==> config.mk <==
export PLATFORM = sky130hd
export DESIGN_NAME = aes_sd_ctrl
export DESIGN_NICKNAME = d
export VERILOG_FILES = /design/src/rtl/aes_sd_ctrl.sv
export SDC_FILE = /design/constraint.sdc
export NUM_CORES = 1
export LEC_CHECK = 0
export ABC_AREA = 1
export BUFFER_PORTS_ARGS = -buffer_cell sky130_fd_sc_hd__buf_2
export CORE_UTILIZATION = 32
export DETAILED_ROUTE_END_ITERATION = 12
export GPL_ROUTABILITY_DRIVEN = 0
export PLACE_DENSITY = 0.57
export SETUP_SLACK_MARGIN = 0.5
export SYNTH_ARGS = -nofsm -noshare
export SYNTH_HDL_FRONTEND = slang
export SYNTH_SLANG_ARGS = --single-unit
==> constraint.sdc <==
create_clock -name clk -period 1.7 [get_ports clk]
set_clock_uncertainty 0.15 [all_clocks]
set_input_delay 0.34 -clock clk [delete_from_list [all_inputs] [get_ports clk]]
set_output_delay 0.34 -clock clk [all_outputs]
set_load 0.1 [all_outputs]
==> src/rtl/aes_sd_ctrl.sv <==
// aes_sd_ctrl: request/response sequencer for the word-serial AES core.
// It runs the core's init window, loads four words, collects four result words, and has a watchdog.
module aes_sd_ctrl #(
    parameter int         INIT_CYCLES  = 88,
    parameter int         START_CYCLES = 2,
    parameter int         TIMEOUT      = 200,
    parameter logic [7:0] DONE_CODE    = 8'h10
) (
    input  logic         clk,
    input  logic         reset,
    input  logic         req_valid,
    output logic         req_ready,
    input  logic         req_mode,
    input  logic [127:0] req_text,
    output logic         rsp_valid,
    input  logic         rsp_ready,
    output logic [127:0] rsp_text,
    output logic         rsp_err,
    output logic         busy,
    output logic         core_start,
    output logic         core_sel,
    output logic [31:0]  core_data_in,
    input  logic [31:0]  core_data_out,
    input  logic [7:0]   core_signals
);
    // One shared phase counter, wide enough for the longest phase
    localparam int M1   = INIT_CYCLES > TIMEOUT ? INIT_CYCLES : TIMEOUT;
    localparam int M2   = M1 > START_CYCLES ? M1 : START_CYCLES;
    localparam int CMAX = M2 > 4 ? M2 : 4;
    localparam int CW   = $clog2(CMAX);

    typedef enum logic [2:0] {INIT_START, INIT_WAIT, IDLE, START, LOAD, WAIT, READ, RESP} state_t;

    state_t         state, state_n;
    logic [CW-1:0]  cnt, cnt_n;
    logic [127:0]   text_q, result;
    logic           sel_q, err_q, done;

    assign done = core_signals == DONE_CODE;

    always_ff @(posedge clk) begin
        if (!reset) begin
            state <= INIT_START;
            cnt   <= '0;
        end else begin
            state <= state_n;
            cnt   <= cnt_n;
        end
    end

    always_comb begin
        state_n = state;
        cnt_n   = cnt + 1'b1;
        case (state)
            INIT_START: if (cnt == CW'(START_CYCLES - 1)) begin state_n = INIT_WAIT; cnt_n = '0; end
            INIT_WAIT:  if (cnt == CW'(INIT_CYCLES - 1)) begin state_n = IDLE; cnt_n = '0; end
            IDLE: begin
                cnt_n = '0;
                if (req_valid) state_n = START;
            end
            START:      if (cnt == CW'(START_CYCLES - 1)) begin state_n = LOAD; cnt_n = '0; end
            LOAD:       if (cnt == CW'(3)) begin state_n = WAIT; cnt_n = '0; end
            // Done wins over the watchdog when both land on the same cycle
            WAIT: begin
                if (done) begin
                    state_n = READ;
                    cnt_n   = '0;
                end else if (cnt == CW'(TIMEOUT - 1)) begin
                    state_n = RESP;
                    cnt_n   = '0;
                end
            end
            READ:       if (cnt == CW'(2)) begin state_n = RESP; cnt_n = '0; end
            RESP: begin
                cnt_n = '0;
                if (rsp_ready) state_n = IDLE;
            end
            default: begin
                state_n = INIT_START;
                cnt_n   = '0;
            end
        endcase
    end

    always_comb begin
        req_ready    = state == IDLE;
        rsp_valid    = state == RESP;
        busy         = state != IDLE;
        core_start   = state == INIT_START || state == START;
        core_data_in = state != LOAD ? 32'h0 :
                       cnt == CW'(0) ? text_q[127:96] :
                       cnt == CW'(1) ? text_q[95:64] :
                       cnt == CW'(2) ? text_q[63:32] : text_q[31:0];
    end

    assign rsp_text = result;
    assign rsp_err  = err_q;
    assign core_sel = sel_q;

    always_ff @(posedge clk) begin
        if (!reset) begin
            text_q <= '0;
            sel_q  <= 1'b1;
            result <= '0;
            err_q  <= 1'b0;
        end else begin
            if (state == IDLE && req_valid) begin
                text_q <= req_text;
                sel_q  <= req_mode;
            end
            if (state == WAIT && done) begin
                result <= {core_data_out, 96'h0};
                err_q  <= 1'b0;
            end else if (state == WAIT && cnt == CW'(TIMEOUT - 1)) begin
                result <= '0;
                err_q  <= 1'b1;
            end
            // Lower 96 bits shift in words 1..3 so word 3 lands in [31:0]
            if (state == READ) result <= {result[127:96], result[63:0], core_data_out};
        end
    end
endmodule

# After elaboration in Yosys (flattened, before gate mapping)
# Index checks and enable logic that the tools add are counted.
[op_classes]
add_sub_neg = 1
eq_ne = 23
mux = 24
bitwise = 2
reduce_logical = 13
[ops]
columns = ["op", "n"]
rows = [
  ["128-bit two-way mux", 2],
  ["32-bit two-way mux", 4],
  ["96-bit two-way mux", 1],
  ["8-bit two-way mux", 6],
  ["8-bit case mux with 6 select lines", 1],
  ["3-bit two-way mux", 9],
  ["3-bit case mux with 8 select lines", 1],
  ["8-bit by 2-bit equality test with 1-bit output, second input constant", 2],
  ["3-bit equality test, second input constant", 4],
  ["2-bit inequality test, second input constant", 6],
  ["8-bit by 1-bit adder with 8-bit output, second input constant", 1],
  ["8-bit by 1-bit equality test with 1-bit output, second input constant", 1],
  ["8-bit by 5-bit equality test with 1-bit output, second input constant", 1],
  ["8-bit by 7-bit equality test with 1-bit output, second input constant", 1],
  ["8-bit equality test, second input constant", 1],
  ["8-bit logical NOT", 1],
  ["8-bit AND reduction", 1],
  ["3-bit by 2-bit equality test with 1-bit output, second input constant", 2],
  ["3-bit inequality test, second input constant", 2],
  ["2-bit OR reduction", 3],
  ["3-bit by 1-bit equality test with 1-bit output, second input constant", 1],
  ["1-bit logical AND", 3],
  ["3-bit logical NOT", 1],
  ["3-bit by 2-bit inequality test with 1-bit output, second input constant", 1],
  ["6 further kinds", 7],
]
[word_totals]
register_bits = 269
in_bits = 173
output_inout_bits = 166
elab_cells = 70

# Longest topological paths before layout
# Gate-level depths: netlist of the first run.
[logic_depth]
depth_word = 5
depth_mapped = 12
depth_no_buf = 11

# Worst setup path after synthesis of the first run
# OpenSTA, ideal clock, no wires.
[synth_timing]
path_kind = "flip-flop to output port"
start = "register cnt[0]"
end = "output core_data_in[11]"
arrival_time_ns = 2.765
required_time_ns = 1.210
path_slack_ns = -1.555
path_stages_with_launch = 8
path_buffers = 1
cell_sequence = "dfxtp_1 inv_1 ha_1 inv_1 nor3_2 clkbuf_1 a21oi_1 a21oi_1"
[synth_between]
elab_chain_cells = 5
elab_cells_between_ends = 7
cone_classes = "eq/ne (2); mux (4); reduce/logical (1)"
[synth_lines]
columns = ["element", "line", "text"]
rows = [
  ["start: declaration", "35", "logic [CW-1:0] cnt, cnt_n;"],
  ["start signal: assignment", "47", "cnt <= cnt_n;"],
  ["8-bit by 2-bit equality test with 1-bit output", "93", "cnt == CW'(2) ? text_q[63:32] : text_q[31:0];"],
  ["32-bit two-way mux", "93", ""],
  ["32-bit two-way mux", "92", "cnt == CW'(1) ? text_q[95:64] :"],
  ["32-bit two-way mux (*)", "91", "cnt == CW'(0) ? text_q[127:96] :"],
  ["32-bit two-way mux (*)", "90", "core_data_in = state != LOAD ? 32'h0 :"],
  ["end: declaration", "22", "output logic [31:0] core_data_in,"],
]
# Mark *: on every way between the ends. The rest lies on a longest branch, timed or not.

# Final worst setup path of the first run
[layout_timing]
start = "register cnt[0]"
end = "output core_data_in[5]"
# The elaborated chain is that of the path after synthesis.

==> flow_metrics.env, run 1 <==
export IMPL_regToRegStartpoint="cnt[0]$_SDFF_PN0_"
export IMPL_synth_mux_area_frac=0
export IMPL_final_nets=2254
export IMPL_hold_viol=0
export IMPL_leakagePower_nw=7.793
export IMPL_rrSetupSlack_ns=-0.37
export IMPL_cts_sinks=269
export IMPL_port_buffers=338
export IMPL_synth_compound_area_frac=0.1846
export IMPL_slew_violations=0
export IMPL_max_freq_mhz=363.8
export IMPL_ys_warn_count=0
export IMPL_hp_class="input pin to flip-flop"
export IMPL_drt_iter0_markers=725
export IMPL_crit_chain="inv_4 -> ha_4 -> nand2_4 -> nor2_4 -> buf_12 -> buf_8 -> or2_4 -> o211ai_1 -> buf_4 -> a21oi_4 -> buf_12"
export IMPL_timing_hold_ws_ns=0.002258
export IMPL_synthAdderAreaFrac=0.004672
export IMPL_relSlewSlack=0.6511
export IMPL_cts_tree="done"
export IMPL_required_ns=1.21
export IMPL_ant_nets=0
export IMPL_cts_buffers=29
export IMPL_synth_seq_cells=269
export IMPL_avgSynthCellArea_sq_um=7.317
export IMPL_cts_buffer_depth=3
export IMPL_syn_area_sq_mm=0.01071
export IMPL_crit_type="flip-flop to output port"
export IMPL_drive_gt1_frac=0.3838
export IMPL_rsz0062_at_grt="yes"
export IMPL_synth_top_area_share=0.5027
export IMPL_cpPeakStageDelay_ns=0.36
export IMPL_ir_drop_v=0.0007517
export IMPL_synth_top_area_cell="dfxtp_1"
export IMPL_period_minus_slack_ns=2.749
export IMPL_core_area_sq_mm=0.03270
export IMPL_setup_worst_path_end="core_data_in[5]"
export IMPL_min_period_over_period=1.617
export IMPL_synth_xor_area_frac=0.003271
export IMPL_area_growth_pct=81.38
export IMPL_synthCells=1464
export IMPL_cp_start_kind="flip-flop"
export IMPL_violations="negative setup slack"
export IMPL_status="complete, but fails checks"
export IMPL_fillers=2751
export IMPL_grt_antenna_before_repair=1
export IMPL_rows=66
export IMPL_r2r_end="rsp_text[48]$_SDFFE_PN0P_"
export IMPL_grt_pass1_wl_mm=63.57
export IMPL_viasPerCell=4.808
export IMPL_ios=339
export IMPL_synth_top_family_by_area="simple AND/OR/NAND/NOR gates"
export IMPL_yosys_area_share_simple=0.2445
export IMPL_crit_path_max_fanout=7
export IMPL_most_common_layout_cells="nor2_1, nand2_1, buf_2"
export IMPL_r2r_cells=14
export IMPL_dp_hpwl_mm=26.36
export IMPL_cts_root_buf="clkbuf_16"
export IMPL_pre_cts_slack_ns=-0.4997
export IMPL_grt_max_degree=72
export IMPL_start_util=0.3276
export IMPL_p_per_area_mw_per_mm2=1107
export IMPL_avgRoutedWirePerCell_um=16.45
export IMPL_worstMarginPinSlew_ns=0.5269
export IMPL_critPathSlowestCell="dfxtp_4"
export IMPL_htree_levels=1
export IMPL_drcViolationCount=0
export IMPL_cts_reportedPaths_clkPinSlew_ns=0.06
export IMPL_finalWirelength_mm=41.86
export IMPL_cp_common_cell="buf_12"
export IMPL_setup_viol=382
export IMPL_overflow=0
export IMPL_synth_nets=1641
export IMPL_die_width_um=185.0
export IMPL_total_power_w=0.02152
export IMPL_worstSetupStartpoint="cnt[0]$_SDFF_PN0_"
export IMPL_first_pass_iters=5
export IMPL_die_area_sq_mm=0.03421
export IMPL_clk_latency_ns=0.55
export IMPL_layout_commonest_cell="nor2_1"
export IMPL_worstSetupEndpointType="output port"
export IMPL_maxCapViolations=0
export IMPL_synth_cell_type_count=28
export IMPL_grt_usage=0.2343
export IMPL_yosys_top_cells_area="dfxtp_1, nor2_1, nand2_1"
export IMPL_synth_seq_area_share=0.5027
export IMPL_setup_ws_ns=-1.049
export IMPL_grt_pass1_vias=12220
export IMPL_routed_via_count=12230
export IMPL_cp_arrival_ns=2.26
export IMPL_die_h_um=185.0
export IMPL_post_route_util=0.5941
-- Yosys cell counts --
cell	number
buf_4	4
a21oi_1	188
nand2_2	2
or2_2	24
clkbuf_1	70
o21ai_0	154
dfxtp_1	269
nor2_1	284
buf_6	2
nand3_1	50
inv_2	3
buf_1	4
nand2_1	281
clkinv_1	1
inv_1	48
buf_2	24
nor2_4	1
ha_1	4
o211ai_1	33
nand3b_2	1
nor3b_1	1
a211oi_1	1
xor2_1	4
nor3_2	1
o21ai_1	2
nand4_1	1
nor2_2	3
nor3_1	4
-- power breakdown --
| part | internal (W) | total [W] | switching (W) |
|---|---|---|---|
| Sequential | 0.00678 | 0.00711 | 0.000327 |
| Clock | 0.00395 | 0.00665 | 0.00270 |
| Combinational | 0.00357 | 0.00776 | 0.00419 |
| Total | 0.0143 | 0.0215 | 0.00721 |
-- routing by layer --
metal / vias to the layer above / GRT usage / routed length [um]
li1: 6015 / - / -
met1: 5701 / 0.2755 / 16630
met2: 414 / 0.4062 / 20780
met3: 102 / 0.05112 / 2693
met4: 0 / 0.1055 / 1758
met5: - / 0 / 0
-- stage by stage --
step / cell area (sq um) / instances / setup TNS [ns]
final: 19430 / 2544 / -88.16
after global routing: 19420 / 2542 / -123.60
after CTS: 19010 / 2529 / -78.42
after detailed placement: 14670 / 2250 / -43.53
after global placement: 14670 / 2250 / -39.01
after floorplan: 11470 / 1464 / -83.81
-- kinds of logic after synthesis --
kind of cell             Yosys count
flip-flops                       269
adder cells (fa/ha/maj)            4
XOR/XNOR                           4
AO/OA/AOI/OAI                    378
AND/OR/NAND/NOR                  653
buffers and inverters            156
-- registers in the layout (all words and copies together), names as in the netlist --
| signal | cells |
|---|---|
| core_sel | 1 |
| rsp_text | 128 |
| state | 3 |
| rsp_err | 1 |
| cnt | 8 |
| text_q | 128 |
-- final cells by class --
cell class	instances	area, sq um	area share
antenna	2	5.005	0.0002576
clock buffer	40	847.1	0.04360
clock inverter	14	168.9	0.008694
inverter	52	257.7	0.01327
multi-input combinational	1039	5461	0.2811
sequential	269	5534	0.2848
tap	442	553.0	0.02846
timing repair buffer	685	6595	0.3395
timing repair inverter	1	6.256	0.0003220
-- worst max-delay path, delay by kind of cell (launching register included) --
kind / cells / cell delay, ns
AO/OA/AOI/OAI: 2 / 0.25
adder cells (fa/ha/maj): 1 / 0.13
buffers and inverters: 5 / 0.70
flip-flops: 1 / 0.36
AND/OR/NAND/NOR: 3 / 0.26
-- repair_timing --
action	CTS	global route
hold endpoints to repair	188	0
setup buffers	64	7
gates resized for setup	360	114
pin swaps	43	19
gates cloned	5	6
setup endpoints to repair	435	435
hold buffers	156	0
-- worst min-delay path by stage --
stage	depth (start not counted)	to	from	slack, ns
global placement	2	rsp_text[68]$_SDFFE_PN0P_	rsp_text[68]$_SDFFE_PN0P_	0.29
floorplan	2	text_q[47]$_SDFFE_PN0P_	text_q[47]$_SDFFE_PN0P_	0.28
global route	3	state[2]$_SDFFE_PN0P_	reset	0.03
finish	4	text_q[34]$_SDFFE_PN0P_	req_text[34]	0.002
detailed placement	2	rsp_text[64]$_SDFFE_PN0P_	rsp_text[64]$_SDFFE_PN0P_	0.30
CTS	3	state[1]$_SDFFE_PN0P_	reset	0.01
No activity file was read; power rests on OpenSTA's default activity.
==> run 2, diff against run 1 <==
--- a/config.mk
+++ b/config.mk
@@ -9,2 +9,4 @@
 export BUFFER_PORTS_ARGS = -buffer_cell sky130_fd_sc_hd__buf_2
+export CORE_ASPECT_RATIO = 1.1
+export CORE_MARGIN = 10
 export CORE_UTILIZATION = 32
==> constraint.sdc (replaced) <==
create_clock -name clk -period 1.7 [get_ports clk]
set_clock_uncertainty 0.15 [all_clocks]
set_input_delay 0.255 -clock clk [delete_from_list [all_inputs] [get_ports clk]]
set_output_delay 0.255 -clock clk [all_outputs]
set_load 0.1 [all_outputs]
==> run 2 against run 1 <==
The run still ends with negative setup slack left. Clock-buffer cell count up 1. Worst hold slack gained 0.044 ns. Sequential power about the same. Wire length grew 8.7%. Global-route usage decreased by 3.5 points. Final cell count decreased by 2.2%. Sequential share of layout area up 0.30 points. Power fell by 1.5%. Setup slack better by 0.092 ns. Register-to-register slack got worse by 0.08 ns.
==> flow_metrics.env, run 2 (synthesized netlist as in run 1, its figures left out) <==
export IMPL_status="complete, but fails checks"
export IMPL_violations="negative setup slack"
export IMPL_dp_hpwl_mm=28.45
export IMPL_cts_root_buf="clkbuf_16"
export IMPL_cp_start_kind="flip-flop"
export IMPL_die_area_sq_mm=0.04120
export IMPL_layout_commonest_cell="buf_2"
export IMPL_die_width_um=194.4
export IMPL_rsz0062_at_grt="yes"
export IMPL_routed_via_count=12290
export IMPL_ir_drop_v=0.0008124
export IMPL_antenna_cells=0
export IMPL_cts_buffers=29
export IMPL_most_common_layout_cells="buf_2, nand2_1, dfxtp_1"
export IMPL_overflow=0
export IMPL_grt_max_degree=66
export IMPL_drt_iter0_markers=792
export IMPL_worstSetupEndpointType="output port"
export IMPL_min_period_over_period=1.563
export IMPL_slew_violations=0
export IMPL_cts_tree="done"
export IMPL_p_per_area_mw_per_mm2=1130
export IMPL_combPwrFrac=0.360
export IMPL_first_pass_iters=5
export IMPL_cts_sinks=269
export IMPL_internal_power_w=0.01399
export IMPL_cts_reportedPaths_clkPinSlew_ns=0.07
export IMPL_clk_latency_ns=0.56
export IMPL_max_freq_mhz=376.3
export IMPL_leakagePower_nw=7.692
export IMPL_avgRoutedWirePerCell_um=18.28
export IMPL_clkPwrFrac=0.303
export IMPL_final_nets=2214
export IMPL_power_frac_seq=0.337
export IMPL_port_buffers=338
export IMPL_relSlewSlack=0.6548
export IMPL_setup_ws_ns=-0.9572
export IMPL_drive_gt1_frac=0.3658
export IMPL_drcViolationCount=0
export IMPL_grt_usage=0.1988
export IMPL_die_h_um=211.9
export IMPL_cts_buffer_depth=3
export IMPL_p_sw_w=0.007206
export IMPL_core_area_sq_mm=0.03311
export IMPL_hp_class="input pin to flip-flop"
export IMPL_pre_cts_slack_ns=-0.4879
export IMPL_grt_pass1_vias=12040
export IMPL_htree_levels=1
export IMPL_grt_pass1_wl_mm=67.36
export IMPL_setup_viol=412
export IMPL_cp_arrival_ns=2.25
export IMPL_ios=339
export IMPL_area_growth_pct=75.10
export IMPL_crit_type="flip-flop to output port"
export IMPL_start_util=0.3235
export IMPL_grt_antenna_before_repair=1
export IMPL_ant_nets=0
export IMPL_period_minus_slack_ns=2.657
export IMPL_timing_hold_ws_ns=0.04662
export IMPL_maxCapViolations=0
export IMPL_worstMarginPinSlew_ns=0.5214
export IMPL_required_ns=1.29
export IMPL_viasPerCell=4.938
export IMPL_crit_path_max_fanout=7
export IMPL_hold_viol=0
export IMPL_rows=70
export IMPL_swShare=0.3400
export IMPL_finalWirelength_mm=45.49
run 2: changes by cell type in the layout (fill, tap and decap cells not counted), moves of 17 or more:
cell,previous run,this run
a21oi_1,128,110
a21oi_2,36,53
buf_12,110,71
buf_2,248,294
buf_4,134,60
dfxtp_1,222,259
dfxtp_4,36,0
nand2_2,28,9
run 2: final cells by class:
class                      instances  area, sq um
timing repair buffer             646         5986
inverter                          52        254.0
clock buffer                      41        860.8
fill                            2906        14350
clock inverter                     9        106.4
multi-input combinational       1039         5610
sequential                       269         5398
tap                              432        540.5
run 2: worst max-delay path, stage by stage (launching register included):
cell      delay (ns)
dfxtp_2         0.34
inv_4           0.07
ha_4            0.14
nand2_4         0.05
nor2_4          0.23
buf_12          0.16
buf_16          0.12
nand2_1         0.05
o211ai_1        0.10
nand3_1         0.10
nand2_1         0.11
inv_2           0.06
buf_12          0.16
run 2: timing repair:
action,4_1_cts,5_1_grt
endpoints found under the hold margin,197,0
hold buffers,162,0
setup buffers,22,13
resized for setup,148,167
gates cloned,10,14
endpoints found under the setup margin,435,435
pin swaps,33,22
run 2: worst paths after layout:
check,endpoint,slack (ns),startpoint,depth (start not counted)
setup / recovery,core_data_in[31],-0.96,cnt[0]$_SDFF_PN0_,12
hold / removal,cnt[6]$_SDFF_PN0_,0.05,reset,5
setup reg to reg,rsp_text[7]$_SDFFE_PN0P_,-0.45,cnt[0]$_SDFF_PN0_,16
hold reg to reg,text_q[42]$_SDFFE_PN0P_,0.30,text_q[42]$_SDFFE_PN0P_,2
run 2: routing by layer:
metal,track usage,vias up,share of wire,wire length [um]
met1,0.2546,5750,0.42,19170
met4,0.04619,2,0.022,1013
met2,0.3280,525,0.47,21390
met3,0.05110,73,0.086,3907
li1,-,5936,-,-
met5,0,-,0.00026,12
run 2: through the flow:
stage	power [W]	instance area [sq um]	setup TNS [ns]	util	instances
finish	0.02120	18760	-87.74	0.5665	2488
global route	0.02216	18760	-122.73	0.5665	2488
CTS	0.02047	17820	-95.11	0.5383	2461
detailed placement	0.01281	14370	-57.54	0.4342	2217
global placement	0.01273	14370	-51.92	0.4342	2217
floorplan	0.01071	11150	-91.73	-	1464
run 2: power groups by stage:
stage               sequential [W]  clock, W  combinational (W)
finish                     0.00714   0.00643            0.00763
global route               0.00719   0.00684            0.00814
CTS                        0.00711   0.00657            0.00678
detailed placement         0.00722         0            0.00559
global placement           0.00721         0            0.00552
floorplan                  0.00718         0            0.00354
==> run 3, diff against run 2 <==
ABC_AREA = 0   (was 1)
==> run 3 against run 2 <==
The flow still finishes with violations (negative setup slack). Clock power grew 9.0%. Critical endpoint is now core_data_in[17]. Non-clock buffer count grew 1. Via count shrank 4.0%. Largest power group is now clock. Register-to-register slack lost 0.47 ns. Power shrank 11%. Combinational power shrank 34%. Synthesized area grew 4.8%. Sequential cell count is the same. Global-route usage shrank 0.62 points. Maximum frequency shrank 7.8%.
==> flow_metrics.env, run 3 <==
export IMPL_status="complete, but fails checks"
export IMPL_violations="negative setup slack"
export IMPL_overflow=0
export IMPL_relSlewSlack=0.5958
export IMPL_drive_gt1_frac=0.4060
export IMPL_internal_power_w=0.01321
export IMPL_synth_cell_type_count=38
export IMPL_placed_cells=2078
export IMPL_post_route_util=0.5789
export IMPL_layout_commonest_cell="nand2_1"
export IMPL_instances_no_fill=2363
export IMPL_max_freq_mhz=347.1
export IMPL_crit_type="flip-flop to output port"
export IMPL_yosys_top_cells_area="dfxtp_1, a21boi_1, nand2_1"
export IMPL_power_frac_seq=0.360
export IMPL_die_width_um=198.6
export IMPL_combPwrFrac=0.267
export IMPL_synth_edf_count=0
export IMPL_dp_hpwl_mm=28.06
export IMPL_final_nets=2074
export IMPL_setup_viol=434
export IMPL_finalWirelength_mm=45.65
export IMPL_swShare=0.2967
export IMPL_worstSetupEndpointType="output port"
export IMPL_maxCapViolations=0
export IMPL_synth_top_area_cell="dfxtp_1"
export IMPL_start_util=0.3265
export IMPL_seq_area_sq_mm=0.005390
export IMPL_synth_seq_area_share=0.4797
export IMPL_cts_root_buf="clkbuf_16"
export IMPL_ys_warn_count=0
export IMPL_required_ns=1.29
export IMPL_grt_pass1_vias=11800
export IMPL_ys_top_cells_by_count="nand2_1, dfxtp_1, a21boi_1"
export IMPL_async_reset_ff_frac=0
export IMPL_ir_drop_v=0.0008981
export IMPL_synthCells=1331
export IMPL_period_minus_slack_ns=2.881
export IMPL_cts_sinks=269
export IMPL_cts_reportedPaths_clkPinSlew_ns=0.06
export IMPL_area_growth_pct=77.29
export IMPL_cts_tree="done"
export IMPL_yosysMostFrequentCell="nand2_1"
export IMPL_drcViolationCount=0
export IMPL_grtUsageMet3=0.04665
export IMPL_leakagePower_nw=7.977
export IMPL_cts_buffer_depth=3
export IMPL_viasPerCell=4.992
export IMPL_met1_usage=0.2309
export IMPL_avgSynthCellArea_sq_um=8.434
export IMPL_die_h_um=216.4
export IMPL_grt_max_degree=98
export IMPL_synth_top_area_share=0.4797
export IMPL_p_sw_w=0.005573
export IMPL_first_pass_iters=5
export IMPL_design_area_sq_mm=0.01990
export IMPL_htree_levels=1
export IMPL_worstMarginPinSlew_ns=0.6050
export IMPL_timing_hold_ws_ns=0.05792
export IMPL_gr_usage_met2=0.3341
export IMPL_synth_nets=1508
export IMPL_rsz0062_at_grt="yes"
export IMPL_synth_seq_cells=269
export IMPL_clkPwrFrac=0.373
export IMPL_p_per_area_mw_per_mm2=943.8
export IMPL_cts_buffers=30
export IMPL_hp_class="input pin to flip-flop"
export IMPL_hold_viol=0
export IMPL_clk_latency_ns=0.56
export IMPL_rows=71
export IMPL_routed_via_count=11800
export IMPL_ios=339
export IMPL_multi_input_area_sq_mm=0.006775
export IMPL_setup_ws_ns=-1.181
export IMPL_ant_nets=0
export IMPL_placed_cell_area_sq_mm=0.01490
export IMPL_grt_pass1_wl_mm=66.90
export IMPL_slew_violations=0
export IMPL_port_buffers=338
export IMPL_grt_busiest_layer="met2"
export IMPL_crit_path_max_fanout=12
export IMPL_avgRoutedWirePerCell_um=19.32
export IMPL_fillers=2900
export IMPL_most_common_layout_cells="nand2_1, buf_2, dfxtp_1"
export IMPL_min_period_over_period=1.695
export IMPL_grt_antenna_before_repair=5
export IMPL_core_area_sq_mm=0.03438
export IMPL_cp_start_kind="flip-flop"
export IMPL_grt_usage=0.1926
export IMPL_syn_area_sq_mm=0.01123
export IMPL_synth_flop_cell="dfxtp_1"
export IMPL_cp_arrival_ns=2.48
export IMPL_drt_iter0_markers=626
export IMPL_die_area_sq_mm=0.04298
run 3: changes by cell type after synthesis, moves of 33 or more:
cell	previous run	this run
a21boi_1	0	205
inv_1	48	5
o211ai_1	33	0
nand3_1	50	106
o21ai_0	154	0
nor2_1	284	46
nor2b_1	0	34
a21oi_1	188	3
nand2_1	281	364
run 3: kinds of logic (layout without fill, tap and decap cells):
kind of cell    count (synthesis)  after routing  share of synthesized area
buf+inv                       120            710                    0.04325
flops                         269            269                     0.4797
other cells                     0              4                          0
xor+xnor                        6              6                   0.004681
compound gates                332            332                     0.2235
mux                            32             32                    0.02853
simple gates                  568            568                     0.2159
fa+ha+maj                       4              4                   0.004458
run 3: critical path, cell delays in order (launching register included):
cell and delay [ns]:
dfxtp_2 0.33, nor4_4 0.33, buf_4 0.21, nand3_4 0.13, buf_12 0.18, buf_6 0.15
a211oi_4 0.27, a21o_4 0.13, buf_12 0.16
run 3: path summary, 6_finish.rpt:
| path | startpoint | end | slack [ns] | depth (start not counted) |
|---|---|---|---|---|
| worst max-delay path | cnt[7]$_SDFF_PN0_ | core_data_in[17] | -1.18 | 8 |
| worst min-delay path | reset | text_q[86]$_SDFFE_PN0P_ | 0.06 | 3 |
| worst max register to register | cnt[7]$_SDFF_PN0_ | state[1]$_SDFFE_PN0P_ | -0.92 | 11 |
| worst min register to register | text_q[37]$_SDFFE_PN0P_ | text_q[37]$_SDFFE_PN0P_ | 0.30 | 2 |
run 3: cell type report:
type / instances / share of cell area
repair buffers: 647 / 0.3046
multi-input cells: 942 / 0.3404
inverters: 7 / 0.001949
flip-flops and latches: 269 / 0.2708
diodes: 4 / 0.0005030
clock buffers: 40 / 0.04420
well taps: 438 / 0.02754
clock inverters: 16 / 0.009933
run 3: through the flow:
step	TNS [ns]	total power (W)	setup slack (ns)
2_1_floorplan	-89.40	0.008724	-0.5629
3_3_place_gp	-71.53	0.01013	-0.5967
3_5_place_dp	-77.54	0.01015	-0.6463
4_1_cts	-117.41	0.01840	-1.180
5_1_grt	-152.91	0.01951	-1.242
6_report	-121.36	0.01878	-1.181
run 3: what timing repair did:
item	in CTS	in global routing
cloned	14	10
buffers inserted	20	14
endpoints found under the setup margin	435	435
pin swaps	86	80
hold buffers	167	0
gates resized for setup	166	133
hold endpoints to repair	195	0
run 3: power by group through the flow:
stage / clock [W] / sequential [W] / combinational (W)
after floorplan: 0 / 0.00687 / 0.00185
after detailed placement: 0 / 0.00688 / 0.00328
after global routing: 0.00739 / 0.00679 / 0.00533
after global placement: 0 / 0.00687 / 0.00326
final: 0.00701 / 0.00676 / 0.00501
after CTS: 0.00715 / 0.00675 / 0.00451
run 3: layer usage:
layer,vias to the layer above,routed length [um]
met5,-,11
met4,2,1042
met3,77,3232
met2,371,22650
met1,5672,18710
li1,5674,-
